--- src/rtl/rv_pkg.sv ---
`default_nettype none
// ============================================================================
// Module      : rv_pkg
// Description : Shared types for the multiply/divide unit: the RISC-V M
//               funct3 operation encoding, the MDU control state encoding,
//               and small decode helpers on the operation code.
// Revision    : 1.0 - initial release
// ============================================================================
package rv_pkg;

    typedef enum logic [2:0] {
        OP_MUL    = 3'd0,
        OP_MULH   = 3'd1,
        OP_MULHSU = 3'd2,
        OP_MULHU  = 3'd3,
        OP_DIV    = 3'd4,
        OP_DIVU   = 3'd5,
        OP_REM    = 3'd6,
        OP_REMU   = 3'd7
    } op_e;

    typedef enum logic [1:0] {
        ST_IDLE = 2'd0,
        ST_CALC = 2'd1,
        ST_FIX  = 2'd2
    } state_e;

    // funct3[2] separates the divide group from the multiply group.
    function automatic logic op_is_div(input op_e op);
        return op[2];
    endfunction

    // Within the divide group, funct3[1] selects the remainder.
    function automatic logic op_is_rem(input op_e op);
        return op[2] & op[1];
    endfunction

endpackage
`default_nettype wire

--- src/rtl/rv_cneg.sv ---
`default_nettype none
// ============================================================================
// Module      : rv_cneg
// Description : Conditional two's-complement negate. dout = neg ? -din : din.
// Ports       : neg  - negate request
//               din  - WIDTH-bit input value
//               dout - WIDTH-bit (possibly negated) output value
// Revision    : 1.0 - initial release
// ============================================================================
module rv_cneg #(
    parameter int WIDTH = 32
) (
    input  logic             neg,
    input  logic [WIDTH-1:0] din,
    output logic [WIDTH-1:0] dout
);

    assign dout = neg ? (~din + {{(WIDTH-1){1'b0}}, 1'b1}) : din;

endmodule
`default_nettype wire

--- src/rtl/rv_mdu.sv ---
`default_nettype none
// ============================================================================
// Module      : rv_mdu
// Description : Multicycle RISC-V M-extension multiply/divide unit. Works on
//               operand magnitudes (radix-2 shift-add multiply, restoring
//               divide) and fixes the sign in a final cycle. Latency is a
//               fixed DPWIDTH+1 cycles from start to done.
// Ports       : clk, rst        - clock, synchronous active-high reset
//               start, op       - request pulse and funct3 operation
//               opa, opb        - rs1/rs2 operands, sampled with start
//               busy, done      - in-progress flag, one-cycle completion pulse
//               result          - registered result, held until next completion
// Revision    : 1.0 - initial release
// ============================================================================
module rv_mdu
    import rv_pkg::*;
#(
    parameter int DPWIDTH = 32
) (
    input  logic               clk,
    input  logic               rst,
    input  logic               start,
    input  logic [2:0]         op,
    input  logic [DPWIDTH-1:0] opa,
    input  logic [DPWIDTH-1:0] opb,
    output logic               busy,
    output logic               done,
    output logic [DPWIDTH-1:0] result
);

    localparam int                 CW    = $clog2(DPWIDTH);
    localparam logic [DPWIDTH-1:0] C_MIN = {1'b1, {(DPWIDTH-1){1'b0}}};
    localparam logic [CW-1:0]      C_CNT_LOAD = CW'(DPWIDTH-1);

    // ---------------- control FSM ----------------
    state_e r_state, w_state_next;
    logic   w_load, w_fix;
    logic [CW-1:0] r_cnt;

    always_ff @(posedge clk) begin
        if (rst) r_state <= ST_IDLE;
        else     r_state <= w_state_next;
    end

    always_comb begin
        w_state_next = r_state;
        w_load       = 1'b0;
        w_fix        = 1'b0;
        case (r_state)
            ST_IDLE: if (start) begin
                w_load       = 1'b1;
                w_state_next = ST_CALC;
            end
            ST_CALC: if (r_cnt == '0) w_state_next = ST_FIX;
            ST_FIX: begin
                w_fix        = 1'b1;
                w_state_next = ST_IDLE;
            end
            default: w_state_next = ST_IDLE;
        endcase
    end

    // ---------------- load-time decode ----------------
    op_e w_op;
    logic w_a_signed, w_b_signed, w_sa, w_sb, w_is_div, w_neg, w_dz, w_ovf;
    logic [DPWIDTH-1:0] w_a_mag, w_b_mag;

    assign w_op       = op_e'(op);
    assign w_a_signed = (w_op == OP_MULH) || (w_op == OP_MULHSU) ||
                        (w_op == OP_DIV)  || (w_op == OP_REM);
    assign w_b_signed = (w_op == OP_MULH) || (w_op == OP_DIV) || (w_op == OP_REM);
    assign w_sa       = w_a_signed & opa[DPWIDTH-1];
    assign w_sb       = w_b_signed & opb[DPWIDTH-1];
    assign w_is_div   = op_is_div(w_op);
    // Remainder takes the dividend's sign; product and quotient take the xor.
    assign w_neg      = op_is_rem(w_op) ? w_sa : (w_sa ^ w_sb);
    assign w_dz       = w_is_div && (opb == '0);
    assign w_ovf      = ((w_op == OP_DIV) || (w_op == OP_REM)) &&
                        (opa == C_MIN) && (opb == '1);

    rv_cneg #(.WIDTH(DPWIDTH)) u_abs_a (.neg(w_sa), .din(opa), .dout(w_a_mag));
    rv_cneg #(.WIDTH(DPWIDTH)) u_abs_b (.neg(w_sb), .din(opb), .dout(w_b_mag));

    // ---------------- datapath registers ----------------
    // r_acc is the product accumulator {hi, lo/multiplier} when multiplying
    // and the {remainder, quotient/dividend} pair when dividing.
    op_e                  r_op;
    logic [2*DPWIDTH-1:0] r_acc;
    logic [DPWIDTH-1:0]   r_opnd;   // multiplicand or divisor magnitude
    logic [DPWIDTH-1:0]   r_opa;    // raw rs1, returned as remainder on /0
    logic                 r_neg, r_dz, r_ovf, r_busy, r_done;
    logic [DPWIDTH-1:0]   r_result;

    logic [DPWIDTH:0] w_msum, w_dshift, w_ddiff;

    assign w_msum   = {1'b0, r_acc[2*DPWIDTH-1:DPWIDTH]} +
                      {1'b0, (r_acc[0] ? r_opnd : {DPWIDTH{1'b0}})};
    assign w_dshift = {r_acc[2*DPWIDTH-1:DPWIDTH], r_acc[DPWIDTH-1]};
    assign w_ddiff  = w_dshift - {1'b0, r_opnd};

    // ---------------- sign fix and output select ----------------
    logic [2*DPWIDTH-1:0] w_prod;
    logic [DPWIDTH-1:0]   w_div_mag, w_div_res, w_fix_res;

    assign w_div_mag = op_is_rem(r_op) ? r_acc[2*DPWIDTH-1:DPWIDTH] : r_acc[DPWIDTH-1:0];

    rv_cneg #(.WIDTH(2*DPWIDTH)) u_neg_prod (.neg(r_neg), .din(r_acc),     .dout(w_prod));
    rv_cneg #(.WIDTH(DPWIDTH))   u_neg_div  (.neg(r_neg), .din(w_div_mag), .dout(w_div_res));

    always_comb begin
        w_fix_res = w_div_res;
        case (r_op)
            OP_MUL:                       w_fix_res = w_prod[DPWIDTH-1:0];
            OP_MULH, OP_MULHSU, OP_MULHU: w_fix_res = w_prod[2*DPWIDTH-1:DPWIDTH];
            OP_DIV, OP_DIVU: begin
                if (r_dz)       w_fix_res = '1;
                else if (r_ovf) w_fix_res = C_MIN;
            end
            OP_REM, OP_REMU: begin
                if (r_dz)       w_fix_res = r_opa;
                else if (r_ovf) w_fix_res = '0;
            end
            default:            w_fix_res = w_div_res;
        endcase
    end

    always_ff @(posedge clk) begin
        if (rst) begin
            r_op     <= OP_MUL;
            r_acc    <= '0;
            r_opnd   <= '0;
            r_opa    <= '0;
            r_neg    <= 1'b0;
            r_dz     <= 1'b0;
            r_ovf    <= 1'b0;
            r_cnt    <= '0;
            r_busy   <= 1'b0;
            r_done   <= 1'b0;
            r_result <= '0;
        end else begin
            r_done <= w_fix;
            if (w_load) begin
                r_op   <= w_op;
                r_acc  <= {{DPWIDTH{1'b0}}, (w_is_div ? w_a_mag : w_b_mag)};
                r_opnd <= w_is_div ? w_b_mag : w_a_mag;
                r_opa  <= opa;
                r_neg  <= w_neg;
                r_dz   <= w_dz;
                r_ovf  <= w_ovf;
                r_cnt  <= C_CNT_LOAD;
                r_busy <= 1'b1;
            end else if (r_state == ST_CALC) begin
                r_cnt <= r_cnt - CW'(1);
                if (!op_is_div(r_op)) begin
                    r_acc <= {w_msum, r_acc[DPWIDTH-1:1]};
                end else if (!w_ddiff[DPWIDTH]) begin
                    r_acc <= {w_ddiff[DPWIDTH-1:0], r_acc[DPWIDTH-2:0], 1'b1};
                end else begin
                    r_acc <= {w_dshift[DPWIDTH-1:0], r_acc[DPWIDTH-2:0], 1'b0};
                end
            end else if (w_fix) begin
                r_result <= w_fix_res;
                r_busy   <= 1'b0;
            end
        end
    end

    assign busy   = r_busy;
    assign done   = r_done;
    assign result = r_result;

endmodule
`default_nettype wire

--- config.mk ---
export PLATFORM = sky130hd
export DESIGN_NAME = rv_mdu
export DESIGN_NICKNAME = d
export VERILOG_FILES = /design/src/rtl/rv_pkg.sv /design/src/rtl/rv_cneg.sv /design/src/rtl/rv_mdu.sv
export SDC_FILE = /design/constraint.sdc
export NUM_CORES = 1
export LEC_CHECK = 0
export BUFFER_PORTS_ARGS = -buffer_cell sky130_fd_sc_hd__buf_2
export CAP_MARGIN = 10
export CORE_ASPECT_RATIO = 0.5
export CORE_MARGIN = 4
export CORE_UTILIZATION = 55
export DETAILED_ROUTE_END_ITERATION = 10
export GPL_TIMING_DRIVEN = 0
export PLACE_DENSITY = 0.77
export SYNTH_ARGS = -nofsm -noshare
export SYNTH_HDL_FRONTEND = slang
export SYNTH_SLANG_ARGS = --single-unit
--- constraint.sdc ---
create_clock -name clk -period 5.7 [get_ports clk]
set_input_delay 0.57 -clock clk [delete_from_list [all_inputs] [get_ports clk]]
set_output_delay 0.57 -clock clk [all_outputs]
set_load 0.01 [all_outputs]
# [Word-level counts from Yosys, hierarchy flattened]
# Cells that the tools add are included.
[classes] bitwise=11 n_addsub=7 n_reduce_logical=22 eq_ne=18 mux=29
[op_table] op="two-way mux 32 bit" count=13
[op_table] op="two-way mux 64 bit" count=3
[op_table] op="one-hot mux 32 bit (4 select lines)" count=1
[op_table] op="adder 32 x 1 -> 32 bit (second input constant)" count=3
[op_table] op="NOT 32 bit" count=3
[op_table] op="adder 64 x 1 -> 64 bit (second input constant)" count=1
[op_table] op="== test 32 bit (second input constant)" count=2
[op_table] op="NOT 64 bit" count=1
[op_table] op="adder 32 x 32 -> 33 bit" count=1
[op_table] op="subtractor 33 x 32 -> 33 bit" count=1
[op_table] op="zero test 32 bit" count=1
[op_table] op="== test 3 bit (second input constant)" count=6
[op_table] op="two-way mux 5 bit" count=2
[op_table] op="== test 3 x 2 -> 1 bit (second input constant)" count=3
[op_table] op="two-way mux 1 bit" count=7
[op_table] op="== test 3 x 1 -> 1 bit (second input constant)" count=2
[op_table] op="logical OR 1 bit" count=6
[op_table] op="!= test 2 bit (second input constant)" count=3
[op_table] op="OR reduction 2 bit" count=3
[op_table] op="zero test 5 bit" count=1
[op_table] op="subtractor 5 x 1 -> 5 bit (second input constant)" count=1
[op_table] op="bitwise AND 1 bit" count=4
[op_table] op="two-way mux 2 bit" count=2
[op_table] op="one-hot mux 2 bit (2 select lines)" count=1
[op_table] op="11 further kinds" count=16
[totals] elab_cells=100 register_bits=175

# [Logic depth before layout (Yosys ltp)]
[depth] depth_word=8 depth_mapped=17

# [Modules after synthesis]
# From an unflattened synthesis, not the netlist that was laid out.
[hier_totals] hier_cells=2092 hier_area_um2=16648.5
[modules_own_cells] mod="rv_mdu" cells_each=1589 instances=1 area_per_inst_um2=12668.4
[modules_own_cells] mod="rv_cneg at u_abs_a ..." cells_each=99 instances=3 area_per_inst_um2=777.0
[modules_own_cells] mod="rv_cneg at u_neg_prod" cells_each=206 instances=1 area_per_inst_um2=1649.1

# [Worst setup path after synthesis]
# OpenSTA, ideal clock, no wires.
[synth_timing] path_kind="register to register" startpoint="register r_acc[31]" endpoint="register r_acc[44]" slack_ns=1.740 t_arrival_ns=3.844 path_stages_with_launch=17 path_cell_list="dfxtp_1 inv_1 ha_1 fa_1 nand2b_1 a21oi_1 a2111oi_0 o31a_1 a211oi_1 nor3_1 o41ai_1 xor2_1 buf_1 buf_2 mux2i_1 a211oi_1 a31o_2"
[synth_via] elab_chain_len=3
[synth_lines] item="from (decl)" line="rv_mdu.sv:88" text="logic [2*DPWIDTH-1:0] r_acc;"
[synth_lines] item="from (signal assigned)" line="rv_mdu.sv:144" text="r_acc <= {{DPWIDTH{1'b0}}, (w_is_div ? w_a_mag : w_b_mag)};"
[synth_lines] item="from (signal assigned)" line="rv_mdu.sv:155" text="r_acc <= {w_msum, r_acc[DPWIDTH-1:1]};"
[synth_lines] item="from (signal assigned)" line="rv_mdu.sv:157" text="r_acc <= {w_ddiff[DPWIDTH-1:0], r_acc[DPWIDTH-2:0], 1'b1};"
[synth_lines] item="subtractor 33 x 32 -> 33 bit" line="rv_mdu.sv:99" text="assign w_ddiff = w_dshift - {1'b0, r_opnd};"
[synth_lines] item="two-way mux 64 bit" line="rv_mdu.sv:156" text="end else if (!w_ddiff[DPWIDTH]) begin"
[synth_lines] item="two-way mux 64 bit" line="rv_mdu.sv:154" text="if (!op_is_div(r_op)) begin"
# No other way between the ends.
# A chain may end at the register's enable or synchronous reset.

# [Final worst setup path]
[layout_timing] startpoint="register r_acc[0]" endpoint="register r_result[18], in the netlist result[18]"
[layout_via] elab_chain_len=7 elab_cells_between_ends=12 classes_between="add/sub (2); mux (8); bitwise (2)"
[layout_lines] item="two-way mux 32 bit" line="rv_mdu.sv:105" text="assign w_div_mag = op_is_rem(r_op) ? r_acc[2*DPWIDTH-1:DPWIDTH] : r_acc[DPWIDTH-1:0];"
[layout_lines] item="NOT 32 bit" line="rv_cneg.sv:18" text="assign dout = neg ? (~din + {{(WIDTH-1){1'b0}}, 1'b1}) : din;"
[layout_lines] item="adder 32 x 1 -> 32 bit" line="rv_cneg.sv:18"
[layout_lines] item="two-way mux 32 bit" line="rv_cneg.sv:18"
[layout_lines] item="two-way mux 32 bit, on equally long branches" line="rv_mdu.sv:121, rv_mdu.sv:117"
[layout_lines] item="two-way mux 32 bit, on equally long branches" line="rv_mdu.sv:120, rv_mdu.sv:116"
[layout_lines] item="one-hot mux 32 bit (4 select lines) *" line="rv_mdu.sv:112" text="case (r_op)"
[layout_lines] item="to (signal assigned)" line="rv_mdu.sv:162" text="r_result <= w_fix_res;"
[layout_lines] item="to (decl)" line="rv_mdu.sv:92" text="logic [DPWIDTH-1:0] r_result;"
# Every way passes the cells marked *; elsewhere a longest branch is shown, timed or not.

==> results_dict.tcl <==
set metrics [dict create \
    utilization 0.626 \
    grt_use_total 0.440 \
    coreArea_sq_um 28200 \
    drt-pass1-iter-count 6 \
    pre_cts_slack_ns 0.662 \
    hold_buffers 0 \
    start_util 0.569 \
    cts_resized 0 \
    setup_viol 0 \
    r2r-start "r_acc[0]" \
    hold_viol 0 \
    fin_skew_ns 0.0193 \
    cts_tree "done" \
    synth_cells 2228 \
    min_to "r_opa[14]" \
    fill_cells 2635 \
    grt_start_max_net_pins 18 \
    synth-async-reset-ratio 0 \
    hold_path_class "in -> reg" \
    r2r_cells 13 \
    clockBufferDepth 2 \
    yosys_warnings 0 \
    worstPathMaxFanout 10 \
    relSlewSlack 0.0944 \
    critPathRequiredTime_ns 6.01 \
    pin_count 104 \
    seq_area_frac_synth 0.219 \
    reg2reg_slack_ns 0.44 \
    routabilityCongestion 1.10 \
    area_growth_syn_to_layout_pct 10.2 \
    ff_latch_area_sq_um 3500 \
    power_frac_comb 0.410 \
    tns_ns 0 \
    switching_power_mw 1.99 \
    p_leak_nw 6.94 \
    vias 18424 \
    ys.flop_type "dfxtp_1" \
    drt-initial-drc-count 2916 \
    yosysTopAreaCellShare 0.219 \
    layout_commonest_cell "nand2_1" \
    tightest_slew_ns 1.35 \
    row_count 43 \
    fmax_mhz 190 \
    avgViaCountPerCell 6.70 \
    finalMaxSlewViolations 0 \
    outcome "completed" \
    totalPowerFinal_mw 4.67 \
    worstHoldStart "opa[14]" \
    die_y_um 129 \
    critical_path_class "reg -> reg" \
    whs_ns 0.398 \
    period_minus_slack_ns 5.26 \
    drtAntennaViolNets 0 \
    place_hpwl_mm 57.3 \
    p_per_area_nw_per_um2 264 \
    htree_levels 4 \
    syn_nets 2370 \
    antenna_found_initial 2 \
    die_w_um 249 \
    p_sw_frac 0.427 \
    syn-cell-area_sq_um 16000 \
    drt_wl_total_mm 72.9 \
    fin_nets 2493 \
    crit_path_end_kind "register" \
    multiInputGateArea_sq_um 11600 \
    cts_buffers 17 \
    routedWlPerCell_um 26.5 \
    cts_root_buf "clkbuf_16" \
    portBuffers 103 \
    grt_overflow 0 \
    layout_common_cells "277 x nand2_1, 227 x a21oi_1, 215 x nor2_1" \
    clock_latency_ns 0.46 \
    die-area_sq_um 32100 \
    power.share.clock 0.281 \
    cap_violations 0 \
    worst_slack_ns 0.440 \
    grt_pass1_wl_mm 107 \
    ir_drop_uv 214 \
    period_share 0.923 \
    drcViolationCount 0 \
    layout-drive-gt1-share 0.0838 \
    pwr-share-seq 0.308 \
    start_kind "register" \
    synth-edff-count 0 \
    clkTransAtPathRegs_ns 0.08 \
    r2r-end "result[18]" \
    syn_area_per_cell_sq_um 7.19 \
    numClockSinks 175 \
    yosysUniqueCellTypes 79 \
    hold_depth 3 \
    synth_largest_area_cell "dfxtp_1" \
    internal_power_mw 2.67 \
    grt_pass1_vias 16654 \
    ys_top_cells_by_area "dfxtp_1 22%, a21oi_1 7.1%, nand2_1 6.5%" \
    post-cts-setup-buffer-count 0 \
    crit_arrival_ns 5.57 \
    grt_setup_unrepaired "false" \
    ys_seq_elements 175 \
]
[synthesized netlist by cell type (all sizes together), types with 6 or more instances]
master	number
a211oi	46
a21o	26
a21oi	227
a221oi	6
a311oi	6
a31o	11
a31oi	20
and2	7
and3	7
buf	31
clkbuf	154
dfxtp	175
ha	70
inv	64
mux2	19
mux2i	77
nand2	278
nand2b	22
nand3	35
nand4	24
nor2	215
nor2b	8
nor3	51
nor4	14
o211ai	87
o21a	11
o21ai	132
o221ai	33
o22ai	7
o31ai	32
o41ai	18
or2	14
or3	17
or4	18
xnor2	103
xor2	106
[flip-flops by register name (all words and copies together) (netlist names), 2 cells and up]
register,cells
r_acc,64
r_cnt,5
r_opa,32
r_opnd,32
r_op,3
result,32
r_state,2
[logic make-up (layout without fill, tap and decap cells)]
kind of cell / after synthesis / count (layout) / share of synthesized area
flops: 175 / 175 / 0.219
buf+inv: 249 / 385 / 0.0593
simple gates: 724 / 724 / 0.206
compound gates: 703 / 703 / 0.284
mux: 96 / 96 / 0.0614
other cells: 0 / 3 / 0
fa+ha+maj: 72 / 72 / 0.0571
xor+xnor: 209 / 209 / 0.114
[final cells by class]
type / instances / share of cell area
multi-input combinational: 1804 / 0.655
sequential: 175 / 0.198
buffer: 185 / 0.0402
timing repair buffer: 104 / 0.0295
tap: 382 / 0.0271
clock buffer: 18 / 0.0243
inverter: 64 / 0.0136
clock inverter: 14 / 0.0111
antenna: 3 / 0.000425
[power by group through the flow]
stage	Sequential (mW)	Combinational, mW	Clock, mW
2_1_floorplan	1.39	1.27	0
3_3_place_gp	1.45	1.80	0
3_5_place_dp	1.45	1.80	0
4_1_cts	1.42	1.82	1.30
5_1_grt	1.44	2.03	1.34
6_report	1.44	1.92	1.31
[worst max-delay path by stage]
| stage | start | end | slack (ns) | depth (start not counted) |
|---|---|---|---|---|
| after floorplan | r_acc[31] | r_acc[44] | 1.74 | 16 |
| after global placement | r_acc[31] | r_acc[46] | 0.66 | 16 |
| after detailed placement | r_acc[31] | r_acc[46] | 0.66 | 16 |
| after CTS | r_acc[31] | r_acc[46] | 0.62 | 16 |
| after global routing | r_acc[31] | r_acc[46] | 0.25 | 16 |
| final | r_acc[0] | result[18] | 0.44 | 13 |
[per-layer routing]
metal / global-route usage / part of all wire / vias up
met5: 0 / 0.00096 / -
met4: 0.121 / 0.028 / 6
met3: 0.209 / 0.17 / 166
met2: 0.605 / 0.38 / 1238
met1: 0.613 / 0.42 / 8718
li1: - / - / 8296
[worst max-delay path, cell delays in order (launching register included)]
cell	delay (ns)
dfxtp_1	0.30
clkbuf_1	0.28
inv_1	0.29
buf_1	0.56
ha_1	0.45
nand4_1	0.29
nor3_1	0.90
nand2_2	0.22
or4_1	0.47
or4_4	0.48
o31ai_4	0.20
xnor2_1	0.16
a221oi_2	0.39
a211oi_1	0.12
[through the flow]
step                      area, sq um  std cells
after floorplan                 16000       2228
after global placement          17000       2713
after detailed placement        17000       2713
after CTS                       17600       2745
after global routing            17700       2746
final                           17700       2749
Power figures use the tool's default switching activity.
